`src/rtl/lamp_conflict_monitor.sv`:
```
// lamp_conflict_monitor
// Independent safety monitor on the receiving end of the traffic-light lamp
// interface. The seven lamp drives are synchronized and debounced, then the
// accepted vector is decoded into a phase. The monitor checks each phase for
// conflicts, checks the phase sequence, and checks phase timing. The first fault
// is latched with a code. FlashEnable then forces the cabinet into all-red flash.
//
// Ports:
//   Clk, Rst_n            clock, asynchronous active-low reset
//   MainGreen/Yellow/Red  main-road lamp drives (asynchronous to Clk)
//   SideGreen/Yellow/Red  side-road lamp drives (asynchronous to Clk)
//   WalkLight             pedestrian walk lamp drive
//   ClearFault            single-cycle fault-clear request
//   Fault, FaultCode      latched fault flag and code of the first fault
//   FlashEnable           registered copy of Fault
//   PhaseCode             last accepted phase
//
// Build option: define WALK_CHECK_EN to monitor the WALK phase. When it is
// undefined, WalkLight is ignored and MainRed+SideRed always decodes as ALLRED.

module lamp_conflict_monitor #(
    parameter int unsigned SETTLE_CYC     = 4,
    parameter int unsigned MIN_YELLOW_CYC = 150000000,
    parameter int unsigned MIN_WALK_CYC   = 250000000,
    parameter int unsigned MAX_PHASE_CYC  = 1400000000
) (
    input  logic       Clk,
    input  logic       Rst_n,
    input  logic       MainGreen,
    input  logic       MainYellow,
    input  logic       MainRed,
    input  logic       SideGreen,
    input  logic       SideYellow,
    input  logic       SideRed,
    input  logic       WalkLight,
    input  logic       ClearFault,
    output logic       Fault,
    output logic [2:0] FaultCode,
    output logic       FlashEnable,
    output logic [2:0] PhaseCode
);

    typedef enum logic [2:0] {
        PH_DARK, PH_MG, PH_MY, PH_SG, PH_SY, PH_WALK, PH_ALLRED, PH_INVALID
    } phase_e;

    typedef enum logic [1:0] {ST_IDLE, ST_RUN, ST_FAULT} state_e;

    localparam int CW = $clog2(SETTLE_CYC + 1);

    // Vector bit order: {walk, sR, sY, sG, mR, mY, mG}
    function automatic phase_e decode(input logic [6:0] v);
        phase_e p;
        case (v)
            7'b0000000: p = PH_DARK;
            7'b0100001: p = PH_MG;
            7'b0100010: p = PH_MY;
            7'b0001100: p = PH_SG;
            7'b0010100: p = PH_SY;
            7'b1100100: p = PH_WALK;
            7'b0100100: p = PH_ALLRED;
            default:    p = PH_INVALID;
        endcase
        return p;
    endfunction

    // A moving indication on both roads, or walk together with any moving indication
    function automatic logic is_conflict(input logic [6:0] v);
        logic main_go;
        logic side_go;
        main_go = v[0] | v[1];
        side_go = v[3] | v[4];
        return (main_go & side_go) | (v[6] & (main_go | side_go));
    endfunction

    function automatic logic is_legal(input phase_e from_p, input phase_e to_p);
        logic ok;
        ok = 1'b0;
        if (to_p == PH_ALLRED) begin
            ok = 1'b1;
        end else begin
            case (from_p)
                PH_MG:     ok = (to_p == PH_MY);
`ifdef WALK_CHECK_EN
                PH_MY:     ok = (to_p == PH_SG) || (to_p == PH_WALK);
`else
                PH_MY:     ok = (to_p == PH_SG);
`endif
                PH_SG:     ok = (to_p == PH_SY);
                PH_SY:     ok = (to_p == PH_MG);
                PH_WALK:   ok = (to_p == PH_SG);
                PH_ALLRED: ok = (to_p == PH_MG) || (to_p == PH_SG) || (to_p == PH_WALK);
                default:   ok = 1'b0;
            endcase
        end
        return ok;
    endfunction

    logic [5:0]    road_in;
    logic [5:0]    road_s1_q, road_s1_d, road_s2_q, road_s2_d;
    logic [6:0]    samp_new, samp_cur;
    logic [CW-1:0] settle_q, settle_d;
    logic [6:0]    acc_q, acc_d;
    logic [31:0]   timer_q, timer_d;
    logic          evt_q, evt_d, chg_q, chg_d;
    logic          yshort_q, yshort_d, wshort_q, wshort_d;
    phase_e        prev_q, prev_d;
    state_e        state_q, state_d;
    logic          fault_q, fault_d, flash_q, flash_d;
    logic [2:0]    code_q, code_d;
    phase_e        cur_phase, new_phase;
    logic          accept, phase_chg, clear_take;
    logic          flt_conflict, flt_invalid, flt_dark, flt_illegal;
    logic          flt_yshort, flt_timeout, flt_wshort, run_fault, clear_ok;
    logic [2:0]    run_code;

    assign road_in   = {SideRed, SideYellow, SideGreen, MainRed, MainYellow, MainGreen};
    assign road_s1_d = road_in;
    assign road_s2_d = road_s1_q;

`ifdef WALK_CHECK_EN
    logic walk_s1_q, walk_s1_d, walk_s2_q, walk_s2_d;
    assign walk_s1_d = WalkLight;
    assign walk_s2_d = walk_s1_q;
    assign samp_new  = {walk_s1_q, road_s1_q};
    assign samp_cur  = {walk_s2_q, road_s2_q};

    always_ff @(posedge Clk or negedge Rst_n) begin
        if (!Rst_n) begin
            walk_s1_q <= 1'b0;
            walk_s2_q <= 1'b0;
        end else begin
            walk_s1_q <= walk_s1_d;
            walk_s2_q <= walk_s2_d;
        end
    end
`else
    logic unused_walk_light;
    assign unused_walk_light = WalkLight;
    assign samp_new = {1'b0, road_s1_q};
    assign samp_cur = {1'b0, road_s2_q};
`endif

    assign cur_phase = decode(acc_q);
    assign new_phase = decode(samp_cur);
    // A changed vector is accepted once it has been stable for SETTLE_CYC samples
    assign accept    = (settle_q >= CW'(SETTLE_CYC)) && (samp_cur != acc_q);
    assign phase_chg = accept && (new_phase != cur_phase);
    assign clear_take = (state_q == ST_FAULT) && (state_d == ST_IDLE);

    // Settle counter, accepted vector, phase timer, and the one-cycle acceptance
    // event. The event captures the timing verdicts of the phase being left, so
    // the checks can be evaluated one clock after acceptance.
    always_comb begin
        settle_d = settle_q;
        acc_d    = acc_q;
        timer_d  = timer_q;
        prev_d   = prev_q;
        evt_d    = accept;
        chg_d    = phase_chg;
        yshort_d = 1'b0;
        wshort_d = 1'b0;
        if (samp_new != samp_cur) begin
            settle_d = CW'(1);
        end else if (settle_q < CW'(SETTLE_CYC)) begin
            settle_d = settle_q + CW'(1);
        end
        if (accept) begin
            acc_d  = samp_cur;
            prev_d = cur_phase;
        end
        if (phase_chg) begin
            yshort_d = ((cur_phase == PH_MY) || (cur_phase == PH_SY)) &&
                       (timer_q < MIN_YELLOW_CYC);
            wshort_d = (cur_phase == PH_WALK) && (timer_q < MIN_WALK_CYC);
        end
        if (phase_chg || clear_take) begin
            timer_d = '0;
        end else if (timer_q != '1) begin
            timer_d = timer_q + 32'd1;
        end
    end

    assign flt_conflict = evt_q && is_conflict(acc_q);
    assign flt_invalid  = evt_q && (cur_phase == PH_INVALID);
    assign flt_dark     = evt_q && (cur_phase == PH_DARK);
    assign flt_illegal  = chg_q && !is_legal(prev_q, cur_phase);
    assign flt_yshort   = yshort_q;
    assign flt_timeout  = (timer_q == MAX_PHASE_CYC) && (cur_phase != PH_DARK);
    assign flt_wshort   = wshort_q;
    assign run_fault    = flt_conflict | flt_invalid | flt_dark | flt_illegal |
                          flt_yshort | flt_timeout | flt_wshort;
    assign clear_ok     = (cur_phase != PH_INVALID) && !is_conflict(acc_q) && !run_fault;

    // Lowest code wins when several checks fire together
    always_comb begin
        if (flt_conflict)     run_code = 3'd1;
        else if (flt_invalid) run_code = 3'd2;
        else if (flt_dark)    run_code = 3'd3;
        else if (flt_illegal) run_code = 3'd4;
        else if (flt_yshort)  run_code = 3'd5;
        else if (flt_timeout) run_code = 3'd6;
        else if (flt_wshort)  run_code = 3'd7;
        else                  run_code = 3'd0;
    end

    // Next state: IDLE only watches for conflicts and for the first active phase
    always_comb begin
        state_d = state_q;
        unique case (state_q)
            ST_IDLE: begin
                if (flt_conflict) begin
                    state_d = ST_FAULT;
                end else if (evt_q && (cur_phase != PH_DARK) && (cur_phase != PH_INVALID)) begin
                    state_d = ST_RUN;
                end
            end
            ST_RUN: begin
                if (run_fault) state_d = ST_FAULT;
            end
            ST_FAULT: begin
                if (ClearFault && clear_ok) state_d = ST_IDLE;
            end
            default: state_d = ST_IDLE;
        endcase
    end

    // Outputs: the code is captured only on entry to FAULT and held until cleared
    always_comb begin
        fault_d = (state_d == ST_FAULT);
        flash_d = fault_d;
        code_d  = code_q;
        if (state_d != ST_FAULT) begin
            code_d = 3'd0;
        end else if (state_q == ST_IDLE) begin
            code_d = 3'd1;
        end else if (state_q == ST_RUN) begin
            code_d = run_code;
        end
    end

    always_ff @(posedge Clk or negedge Rst_n) begin
        if (!Rst_n) begin
            road_s1_q <= '0;
            road_s2_q <= '0;
            settle_q  <= '0;
            acc_q     <= '0;
            timer_q   <= '0;
            prev_q    <= PH_DARK;
            evt_q     <= 1'b0;
            chg_q     <= 1'b0;
            yshort_q  <= 1'b0;
            wshort_q  <= 1'b0;
            state_q   <= ST_IDLE;
            fault_q   <= 1'b0;
            flash_q   <= 1'b0;
            code_q    <= 3'd0;
        end else begin
            road_s1_q <= road_s1_d;
            road_s2_q <= road_s2_d;
            settle_q  <= settle_d;
            acc_q     <= acc_d;
            timer_q   <= timer_d;
            prev_q    <= prev_d;
            evt_q     <= evt_d;
            chg_q     <= chg_d;
            yshort_q  <= yshort_d;
            wshort_q  <= wshort_d;
            state_q   <= state_d;
            fault_q   <= fault_d;
            flash_q   <= flash_d;
            code_q    <= code_d;
        end
    end

    assign Fault       = fault_q;
    assign FlashEnable = flash_q;
    assign FaultCode   = code_q;
    assign PhaseCode   = cur_phase;

endmodule
```
`config.mk`:
```
export PLATFORM = sky130hd
export DESIGN_NAME = lamp_conflict_monitor
export DESIGN_NICKNAME = d
export VERILOG_FILES = /design/src/rtl/lamp_conflict_monitor.sv
export SDC_FILE = /design/constraint.sdc
export NUM_CORES = 1
export LEC_CHECK = 0
export CAP_MARGIN = 20
export CORE_MARGIN = 3
export CORE_UTILIZATION = 30
export CTS_CLUSTER_DIAMETER = 40
export CTS_CLUSTER_SIZE = 20
export DETAILED_ROUTE_END_ITERATION = 16
export HOLD_SLACK_MARGIN = 0.03
export PLACE_DENSITY = 0.5
export SLEW_MARGIN = 10
export SYNTH_ARGS = -nofsm -noshare
export SYNTH_HDL_FRONTEND = slang
export SYNTH_SLANG_ARGS = --single-unit
```
`constraint.sdc`:
```
create_clock -name Clk -period 2.1 [get_ports Clk]
set_input_delay 0.42 -clock Clk [delete_from_list [all_inputs] [get_ports Clk]]
set_output_delay 0.42 -clock Clk [all_outputs]
set_load 0.01 [all_outputs]
```
==> flow_metrics.env, run 1 <==
export IMPL_drc_errors=0
export IMPL_fin_util_pct=43.0
export IMPL_ys_seq_area_share_pct=43.7
export IMPL_insertion_delay_ns=0.33
export IMPL_status="finished with violations"
export IMPL_pin_count=18
export IMPL_fmax_mhz=423
export IMPL_cp_endpoint="FaultCode[1]"
export IMPL_start_util_pct=31.1
export IMPL_r2r_end="FaultCode[1]"
export IMPL_ir_worst_vdd_mv=0.473
export IMPL_dieArea_um2=14000
export IMPL_first_pass_iters=4
export IMPL_setup_slack_ns=-0.264
export IMPL_nets=493
export IMPL_drtIter0Drc=140
export IMPL_clockBufferDepth=2
export IMPL_syn_to_final_growth_pct=38.4
export IMPL_crit_fanout=3
export IMPL_wirelength_um=8640
export IMPL_rsz0062_at_grt="yes"
export IMPL_avgSynthCellArea_um2=9.85
export IMPL_r2r_cells=9
export IMPL_critPathKind="register to register"
export IMPL_finalSetupViolCount=41
export IMPL_min_period_over_period_pct=113
export IMPL_drv_cap=0
export IMPL_cp_startpoint="acc_q[4]"
export IMPL_worstReg2RegStart="acc_q[4]"
export IMPL_synth_edf_count=0
export IMPL_cp_arrival_ns=2.62
export IMPL_cts_sinks=66
export IMPL_ant_nets=0
export IMPL_avgViaCountPerCell=4.66
export IMPL_grt_max_degree=56
export IMPL_fin_cells=651
export IMPL_reg2reg_slack_ns=-0.26
export IMPL_wl_per_cell_um=13.3
export IMPL_yosysWarnings=0
export IMPL_final_max_slew_viol_count=0
export IMPL_fin_worst_skew_ns=0.00599
export IMPL_place_inst=622
export IMPL_diodes=0
export IMPL_failed_checks="negative setup slack"
export IMPL_netlist_instances=384
export IMPL_hp_class="register to register"
export IMPL_hold_viol_final=0
export IMPL_core_um2=12200
export IMPL_numPortBuffers=16
export IMPL_powerDensity_nw_per_um2=898
export IMPL_timing_hold_ws_ns=0.390
export IMPL_numCtsBuffers=9
export IMPL_htree_levels=3
export IMPL_end_kind="register"
export IMPL_synth_nets=398
export IMPL_synth_seq_cells=66
export IMPL_clk_transition_reported_paths_ns=0.05
export IMPL_num_rows=40
export IMPL_fin_crit_ns=2.36
export IMPL_routabilityCongestion=0.780
export IMPL_grt_use_total_pct=13.2
export IMPL_required_ns=2.35
export IMPL_clock_root_buffer="clkbuf_16"
export IMPL_synth_cell_type_count=63
export IMPL_die_w_um=118
export IMPL_synthArstFlopShare_pct=100
export IMPL_overflow=0
export IMPL_critPathLaunchType="register"
export IMPL_vias=3032
export IMPL_die_y_um=118
export IMPL_layout_drive_gt1_share_pct=33.1
export IMPL_dp_final_hpwl_um=6030
export IMPL_syn_cell_area_um2=3780
export IMPL_power_leakage_nw=2.19
export IMPL_fillers=1162
export IMPL_grt_pass1_vias=3105
export IMPL_cts_tree="yes"
export IMPL_grt_pass1_wl_um=14900
export IMPL_antenna_found_initial=0
export IMPL_ys_flop_type="dfrtp_1"
-- worst max-delay path, stage by stage, from the launching register on --
cell and delay (ns):
dfrtp_2 0.42, buf_6 0.13, nor4bb_4 0.28, a22oi_2 0.13, buf_6 0.15, nor4_4 0.12
o211ai_1 0.15, and2_1 0.20, or4b_4 0.54, a31oi_4 0.16
-- placed cells by master (no fill, tap or decap), types with 6 or more instances in the layout --
cell type         n
buf_4            74
dfrtp_1          62
nor2_1           52
xor2_1           29
xnor2_1          19
nand3_1          19
nand2_1          18
buf_6            15
inv_1            14
clkdlybuf4s50_1  12
and3_1           11
nand4_1           9
clkbuf_16         9
a21oi_1           8
o21ai_0           7
nor4_1            7
and2_1            7
nor3_1            6
mux2_2            6
-- what timing repair did --
item,CTS,global route
endpoints found under the hold margin,11,0
pin swaps,15,13
gates resized for setup,39,28
endpoints found under the setup margin,42,44
hold buffers,1,0
buffers inserted,10,4
-- metrics by stage --
stage	power (mW)	TNS, ns	setup WS, ns	instance area, um2
floorplan	2.52	-0.0457	-0.0449	3780
global placement	3.16	-8.33	-0.275	4610
detailed placement	3.19	-9.79	-0.304	4610
CTS	4.75	-9.45	-0.296	5080
global route	5.00	-13.35	-0.394	5240
finish	4.70	-8.23	-0.264	5240
-- layout make-up --
cell class                      instances  area (um2)  area share (%)
Multi-Input combinational cell        280        2080            39.7
Sequential cell                        66        1660            31.6
Timing Repair Buffer                  107         940            17.9
Clock buffer                           12         246            4.71
Tap cell                              168         210            4.02
Inverter                               15        61.3            1.17
Clock inverter                          3        40.0           0.765
-- where the power goes --
| part | internal (mW) | switching (mW) | leakage, nW |
|---|---|---|---|
| clock | 0.941 | 0.539 | 0.142 |
| combinational | 0.755 | 0.700 | 1.28 |
| sequential | 1.54 | 0.223 | 0.768 |
-- registers in the layout, indices dropped and copies added (netlist names), 2 cells and up --
name	cells
state_q	2
road_s1_q	6
timer_q	32
FaultCode	3
prev_q	3
acc_q	6
road_s2_q	6
settle_q	3
-- synth_stat cells, types with 3 or more instances --
cell type	count	area [um2]
and2_1	7	43.8
nand2_1	18	67.6
nand3_1	22	110
buf_6	9	101
a21oi_1	8	40.0
and3_1	12	75.1
nor4_1	9	56.3
inv_1	15	56.3
nor2_1	55	206
nand4b_1	3	26.3
xnor2_1	21	184
or3_1	4	25.0
o21ai_0	7	35.0
nand4_1	9	56.3
clkbuf_1	9	33.8
buf_4	3	22.5
nor3_1	8	40.0
ha_1	4	50.1
xor2_1	30	263
nor2b_1	3	18.8
mux2_2	6	67.6
and4_1	4	35.0
dfrtp_1	66	1650
-- kinds of logic (layout without fill, tap and decap cells) --
family          count (synthesis)  count (layout)  share of synthesized area (%)
flops                          66              66                           43.7
other cells                     1               1                         0.0991
xor+xnor                       51              51                           11.8
buf+inv                        38             137                           5.92
mux                             8               8                           2.31
compound gates                 39              39                           8.00
simple gates                  177             177                           26.9
fa+ha+maj                       4               4                           1.32
-- metal layers --
metal / track usage, % / up-vias / part of all wire [%]
li1: - / 1526 / -
met4: 6.59 / 0 / 2.5
met3: 3.54 / 17 / 3.3
met2: 20.2 / 47 / 46
met1: 17.1 / 1442 / 49
met5: 0 / - / 0
-- worst min-delay path by stage --
stage,start,endpoint,cells past startpoint,slack [ns]
4_1_cts,road_s1_q[4],road_s2_q[4],0,0.39
5_1_grt,road_s1_q[4],road_s2_q[4],0,0.40
6_report,road_s1_q[4],road_s2_q[4],0,0.39
2_1_floorplan,Rst_n,FaultCode[0],0,0.12
3_5_place_dp,Rst_n,FaultCode[0],1,0.34
3_3_place_gp,Rst_n,FlashEnable,1,0.34
(Power assumes the default switching activity.)
==> inputs of run 2 (changes only) <==
--- a/config.mk
+++ b/config.mk
@@ -7,3 +7,2 @@
 export LEC_CHECK = 0
-export CAP_MARGIN = 20
 export CORE_MARGIN = 3
--- a/constraint.sdc
+++ b/constraint.sdc
@@ -3,2 +3,2 @@
 set_output_delay 0.42 -clock Clk [all_outputs]
-set_load 0.01 [all_outputs]
+set_load 0.05 [all_outputs]
==> run 2 against run 1 <==
Effect of this change: the flow still finishes with violations (negative setup slack); cell area is 1.9% higher; via count is 2.3% higher; clock skew up 0.0016 ns; hold slack improved by 0.0013 ns; register-to-register slack about the same; core utilization increased by 0.82 points; highest routed layer unchanged.
==> flow_metrics.env, run 2 (same netlist as run 1, synthesis figures left out) <==
export IMPL_routabilityCongestion=0.782
export IMPL_timing_hold_ws_ns=0.392
export IMPL_placed_cell_area_um2=4770
export IMPL_required_ns=2.30
export IMPL_worstReg2RegStart="acc_q[2]"
export IMPL_clock_root_buffer="clkbuf_16"
export IMPL_diodes=0
export IMPL_powerDensity_nw_per_um2=924
export IMPL_drc_errors=0
export IMPL_failed_checks="negative setup slack"
export IMPL_power_leakage_nw=2.23
export IMPL_num_rows=40
export IMPL_overflow=0
export IMPL_die_w_um=118
export IMPL_clk_transition_reported_paths_ns=0.06
export IMPL_syn_to_final_growth_pct=41.0
export IMPL_layout_drive_gt1_share_pct=33.4
export IMPL_fin_cells=662
export IMPL_fin_crit_ns=2.38
export IMPL_nets=504
export IMPL_drtIter0Drc=127
export IMPL_status="finished with violations"
export IMPL_cp_startpoint="acc_q[2]"
export IMPL_critPathKind="register to register"
export IMPL_grt_pass1_wl_um=15100
export IMPL_fillers=1157
export IMPL_power_mw=4.93
export IMPL_hold_viol_final=0
export IMPL_dieArea_um2=14000
export IMPL_final_cell_mix="buf_4, dfrtp_1, nor2_1, xor2_1"
export IMPL_worstHoldStart="road_s1_q[5]"
export IMPL_fin_area_um2=5340
export IMPL_largest_reg_flops=32
export IMPL_drv_cap=0
export IMPL_wirelength_um=8690
export IMPL_first_pass_iters=4
export IMPL_cp_arrival_ns=2.57
export IMPL_numPortBuffers=16
export IMPL_core_um2=12200
export IMPL_fmax_mhz=421
export IMPL_rsz0062_at_grt="yes"
export IMPL_insertion_delay_ns=0.33
export IMPL_ir_worst_vdd_mv=0.416
export IMPL_grt_max_degree=22
export IMPL_grt_use_total_pct=13.1
export IMPL_hp_class="register to register"
export IMPL_pin_count=18
export IMPL_min_period_over_period_pct=113
export IMPL_max_flop_register="timer_q"
export IMPL_numCtsBuffers=9
export IMPL_vias=3101
export IMPL_final_common_cell="buf_4"
export IMPL_final_max_slew_viol_count=0
export IMPL_critPathLaunchType="register"
export IMPL_fin_worst_skew_ns=0.00760
export IMPL_htree_levels=3
export IMPL_wl_per_cell_um=13.1
export IMPL_setup_slack_ns=-0.276
export IMPL_die_y_um=118
export IMPL_cts_sinks=66
export IMPL_cts_tree="yes"
export IMPL_crit_fanout=11
export IMPL_place_inst=634
export IMPL_ant_nets=0
export IMPL_finalSetupViolCount=42
export IMPL_end_kind="register"
export IMPL_antenna_found_initial=0
export IMPL_avgViaCountPerCell=4.68
export IMPL_start_util_pct=31.1
export IMPL_clockBufferDepth=2
export IMPL_grt_pass1_vias=3124
export IMPL_dp_final_hpwl_um=6260
## run 2: cell count changes in the layout (fill, tap and decap cells not counted), moves of 2 or more
cell        before  now
clkbuf_1         2    0
nand3_4          2    0
buf_4           74   87
clkinv_2         2    0
xnor2_2          2    0
buf_12           4   10
buf_6           15    6
nand3_1         19   21
clkinv_4         0    2
clkinvlp_4       0    2
nor2_2           4    2
xnor2_1         19   21
nor2_1          52   54
## run 2: path summary, 6_finish.rpt
| path | end | slack, ns | cells past startpoint |
|---|---|---|---|
| setup / recovery | timer_q[2] | -0.28 | 9 |
| hold / removal | road_s2_q[5] | 0.39 | 0 |
| setup reg to reg | timer_q[2] | -0.28 | 9 |
| hold reg to reg | road_s2_q[5] | 0.39 | 0 |
| max in group asynchronous | acc_q[4] | 0.90 | 3 |
| min in group asynchronous | timer_q[16] | 0.56 | 2 |
## run 2: final cells by class
type | instances | area (um2) | area share [%]
clock buffers | 9 | 225 | 4.22
clock inverters | 6 | 92.6 | 1.74
inverters | 15 | 58.8 | 1.10
multi-input cells | 280 | 2000 | 37.5
flip-flops and latches | 66 | 1660 | 31.1
well taps | 168 | 210 | 3.94
repair buffers | 118 | 1090 | 20.4
## run 2: layer usage
layer  track usage, %  vias up  routed length (um)
li1                 -     1541                   -
met1             18.1     1516                4300
met2             20.3       40                4090
met3             3.16        4                 228
met4             4.32        0                  68
met5                0        -                   0
## run 2: repair_timing
action / 4_1_cts / 5_1_grt
pin swaps: 11 / 6
endpoints found under the setup margin: 42 / 44
endpoints found under the hold margin: 13 / 0
cloned: 1 / 0
setup buffers: 7 / 4
hold buffers: 1 / 0
gates resized for setup: 31 / 3
## run 2: through the flow
| stage | TNS (ns) | utilization, % | setup slack [ns] |
|---|---|---|---|
| 6_report | -9.55 | 43.9 | -0.276 |
| 5_1_grt | -15.61 | 43.9 | -0.432 |
| 4_1_cts | -9.05 | 43.5 | -0.273 |
| 3_5_place_dp | -10.45 | 39.2 | -0.309 |
| 3_3_place_gp | -9.54 | 39.2 | -0.275 |
| 2_1_floorplan | -13.81 | - | -0.404 |
## run 2: power breakdown
group	internal, mW	switching (mW)
Clock	1.04	0.593
Combinational	0.815	0.766
Sequential	1.54	0.181
Total	3.39	1.54
## run 2: worst max-delay path, stage by stage, from the launching register on
cell and delay (ns):
dfrtp_2 0.45, buf_6 0.14, nor4bb_4 0.27, a22oi_2 0.16, nor4_1 0.22, o211ai_1 0.15
a211o_2 0.35, o21bai_4 0.27, buf_12 0.17, nor3_1 0.06
==> inputs of run 3 (changes only) <==
- SETUP_SLACK_MARGIN: unset -> 0.2
==> run 3 against run 2 <==
Effect of this change: the run still ends with negative setup slack left; count of clock-buffer cells in the layout is 2 higher; worst setup slack better by 0.061 ns; critical path depth stayed put; total power is 2.5% lower; die area stayed put; hold slack better by 0.0033 ns; via count is 1.5% lower; non-clock buffer count is 8 lower; critical endpoint is now timer_q[13].
==> flow_metrics.env, run 3 (same netlist as run 1, synthesis figures left out) <==
export IMPL_start_util_pct=31.1
export IMPL_grt_pass1_wl_um=14700
export IMPL_critPathKind="register to register"
export IMPL_placed_cell_area_um2=4670
export IMPL_num_rows=40
export IMPL_dieArea_um2=14000
export IMPL_syn_to_final_growth_pct=40.4
export IMPL_numCtsBuffers=9
export IMPL_clockBufferDepth=2
export IMPL_clockPowerShare_pct=33.6
export IMPL_failed_checks="negative setup slack"
export IMPL_hold_viol_final=0
export IMPL_dp_final_hpwl_um=5910
export IMPL_routabilityCongestion=0.781
export IMPL_hp_class="register to register"
export IMPL_cp_arrival_ns=2.53
export IMPL_fin_worst_skew_ns=0.00699
export IMPL_setup_slack_ns=-0.215
export IMPL_status="finished with violations"
export IMPL_powerDensity_nw_per_um2=905
export IMPL_crit_fanout=20
export IMPL_p_sw_mw=1.46
export IMPL_clk_transition_reported_paths_ns=0.06
export IMPL_die_w_um=118
export IMPL_drtIter0Drc=118
export IMPL_cts_tree="yes"
export IMPL_avgViaCountPerCell=4.67
export IMPL_final_max_slew_viol_count=0
export IMPL_fin_crit_ns=2.31
export IMPL_pwr_share_comb_pct=29.8
export IMPL_pin_count=18
export IMPL_grt_pass1_vias=3050
export IMPL_ant_nets=0
export IMPL_antenna_found_initial=0
export IMPL_critPathLaunchType="register"
export IMPL_clock_root_buffer="clkbuf_16"
export IMPL_numPortBuffers=16
export IMPL_die_y_um=118
export IMPL_p_sw_share_pct=30.4
export IMPL_internal_power_mw=3.35
export IMPL_htree_levels=3
export IMPL_layout_drive_gt1_share_pct=33.3
export IMPL_final_common_cell="buf_4"
export IMPL_required_ns=2.31
export IMPL_insertion_delay_ns=0.33
export IMPL_cts_sinks=66
export IMPL_diodes=0
export IMPL_overflow=0
export IMPL_final_cell_mix="buf_4, dfrtp_1, nor2_1, xor2_1, nand3_1"
export IMPL_core_um2=12200
export IMPL_drv_cap=0
export IMPL_vias=3056
export IMPL_nets=496
export IMPL_ir_worst_vdd_mv=0.383
export IMPL_drc_errors=0
export IMPL_rsz0062_at_grt="yes"
export IMPL_relSlewSlack_pct=66.5
export IMPL_largest_reg_flops=32
export IMPL_first_pass_iters=4
export IMPL_wirelength_um=8630
export IMPL_end_kind="register"
export IMPL_power_mw=4.81
export IMPL_grt_max_degree=61
export IMPL_wl_per_cell_um=13.2
export IMPL_finalSetupViolCount=42
export IMPL_grt_use_total_pct=12.8
export IMPL_fin_area_um2=5310
export IMPL_fmax_mhz=432
export IMPL_worst_pin_slew_ns=0.501
export IMPL_max_flop_register="timer_q"
export IMPL_power_leakage_nw=2.26
export IMPL_min_period_over_period_pct=110
export IMPL_seqPwrFrac_pct=36.6
-- run 3: changes by cell type in the layout (fill, tap and decap cells not counted), moves of 3 or more --
cell / change
clkdlybuf4s50_1: -5
dlygate4sd2_1: +3
buf_4: -7
xnor2_2: +3
xnor2_1: -4
-- run 3: through the flow --
| step | utilization, % | setup TNS [ns] | instances | hold WS (ns) | setup WS, ns |
|---|---|---|---|---|---|
| after global placement | 38.4 | -10.54 | 624 | 0.275 | -0.305 |
| after detailed placement | 38.4 | -12.51 | 624 | 0.274 | -0.356 |
| after global routing | 43.7 | -11.65 | 655 | 0.409 | -0.317 |
| after CTS | 42.5 | -7.01 | 650 | 0.396 | -0.206 |
| final | 43.7 | -7.75 | 655 | 0.395 | -0.215 |
| after floorplan | - | -13.80 | 384 | 0.124 | -0.404 |
-- run 3: worst max-delay path: stages, from the launching register on --
cell and delay [ns]:
dfrtp_1 0.39, buf_12 0.15, nor4bb_4 0.16, a22oi_2 0.31, a21boi_2 0.23, o211ai_1 0.13, a211o_2 0.38, o21bai_4 0.20
buf_12 0.18, nor2_1 0.06
-- run 3: per-layer routing --
metal	global-route usage (%)	up-vias	wire length (um)
met5	0	-	0
met4	4.18	0	116
met3	2.54	8	224
met2	20.6	34	4050
met1	17.3	1476	4230
li1	-	1538	-
-- run 3: worst paths after layout --
check / startpoint / endpoint / slack (ns) / cells past startpoint
min: road_s1_q[1] / road_s2_q[1] / 0.39 / 0
min reg2reg: road_s1_q[1] / road_s2_q[1] / 0.39 / 0
max: acc_q[0] / timer_q[13] / -0.21 / 9
max in group asynchronous: Rst_n / acc_q[4] / 1.01 / 3
min in group asynchronous: Rst_n / state_q[0] / 0.49 / 2
max reg2reg: acc_q[0] / timer_q[13] / -0.21 / 9
-- run 3: power groups by stage --
stage                     clock [mW]  sequential (mW)  combinational [mW]
after floorplan                    0             1.82               0.719
after global placement             0             1.77                1.37
after detailed placement           0             1.78                1.39
after CTS                       1.66             1.76                1.42
after global routing            1.71             1.80                1.61
final                           1.61             1.76                1.43
-- run 3: final cells by class --
| cell class | instances | area [um2] |
|---|---|---|
| Clock inverter | 5 | 77.6 |
| Timing Repair Buffer | 110 | 987 |
| Clock buffer | 11 | 243 |
| Sequential cell | 66 | 1660 |
| Tap cell | 168 | 210 |
| Fill cell | 1162 | 6850 |
| Inverter | 15 | 58.8 |
| Multi-Input combinational cell | 280 | 2080 |
-- run 3: timing repair --
| item | 4_1_cts | 5_1_grt |
|---|---|---|
| cloned | 0 | 0 |
| setup endpoints to repair | 47 | 48 |
| gates resized for setup | 28 | 20 |
| hold buffers | 1 | 0 |
| buffers inserted | 9 | 5 |
| pin swaps | 7 | 10 |
| endpoints found under the hold margin | 6 | 0 |
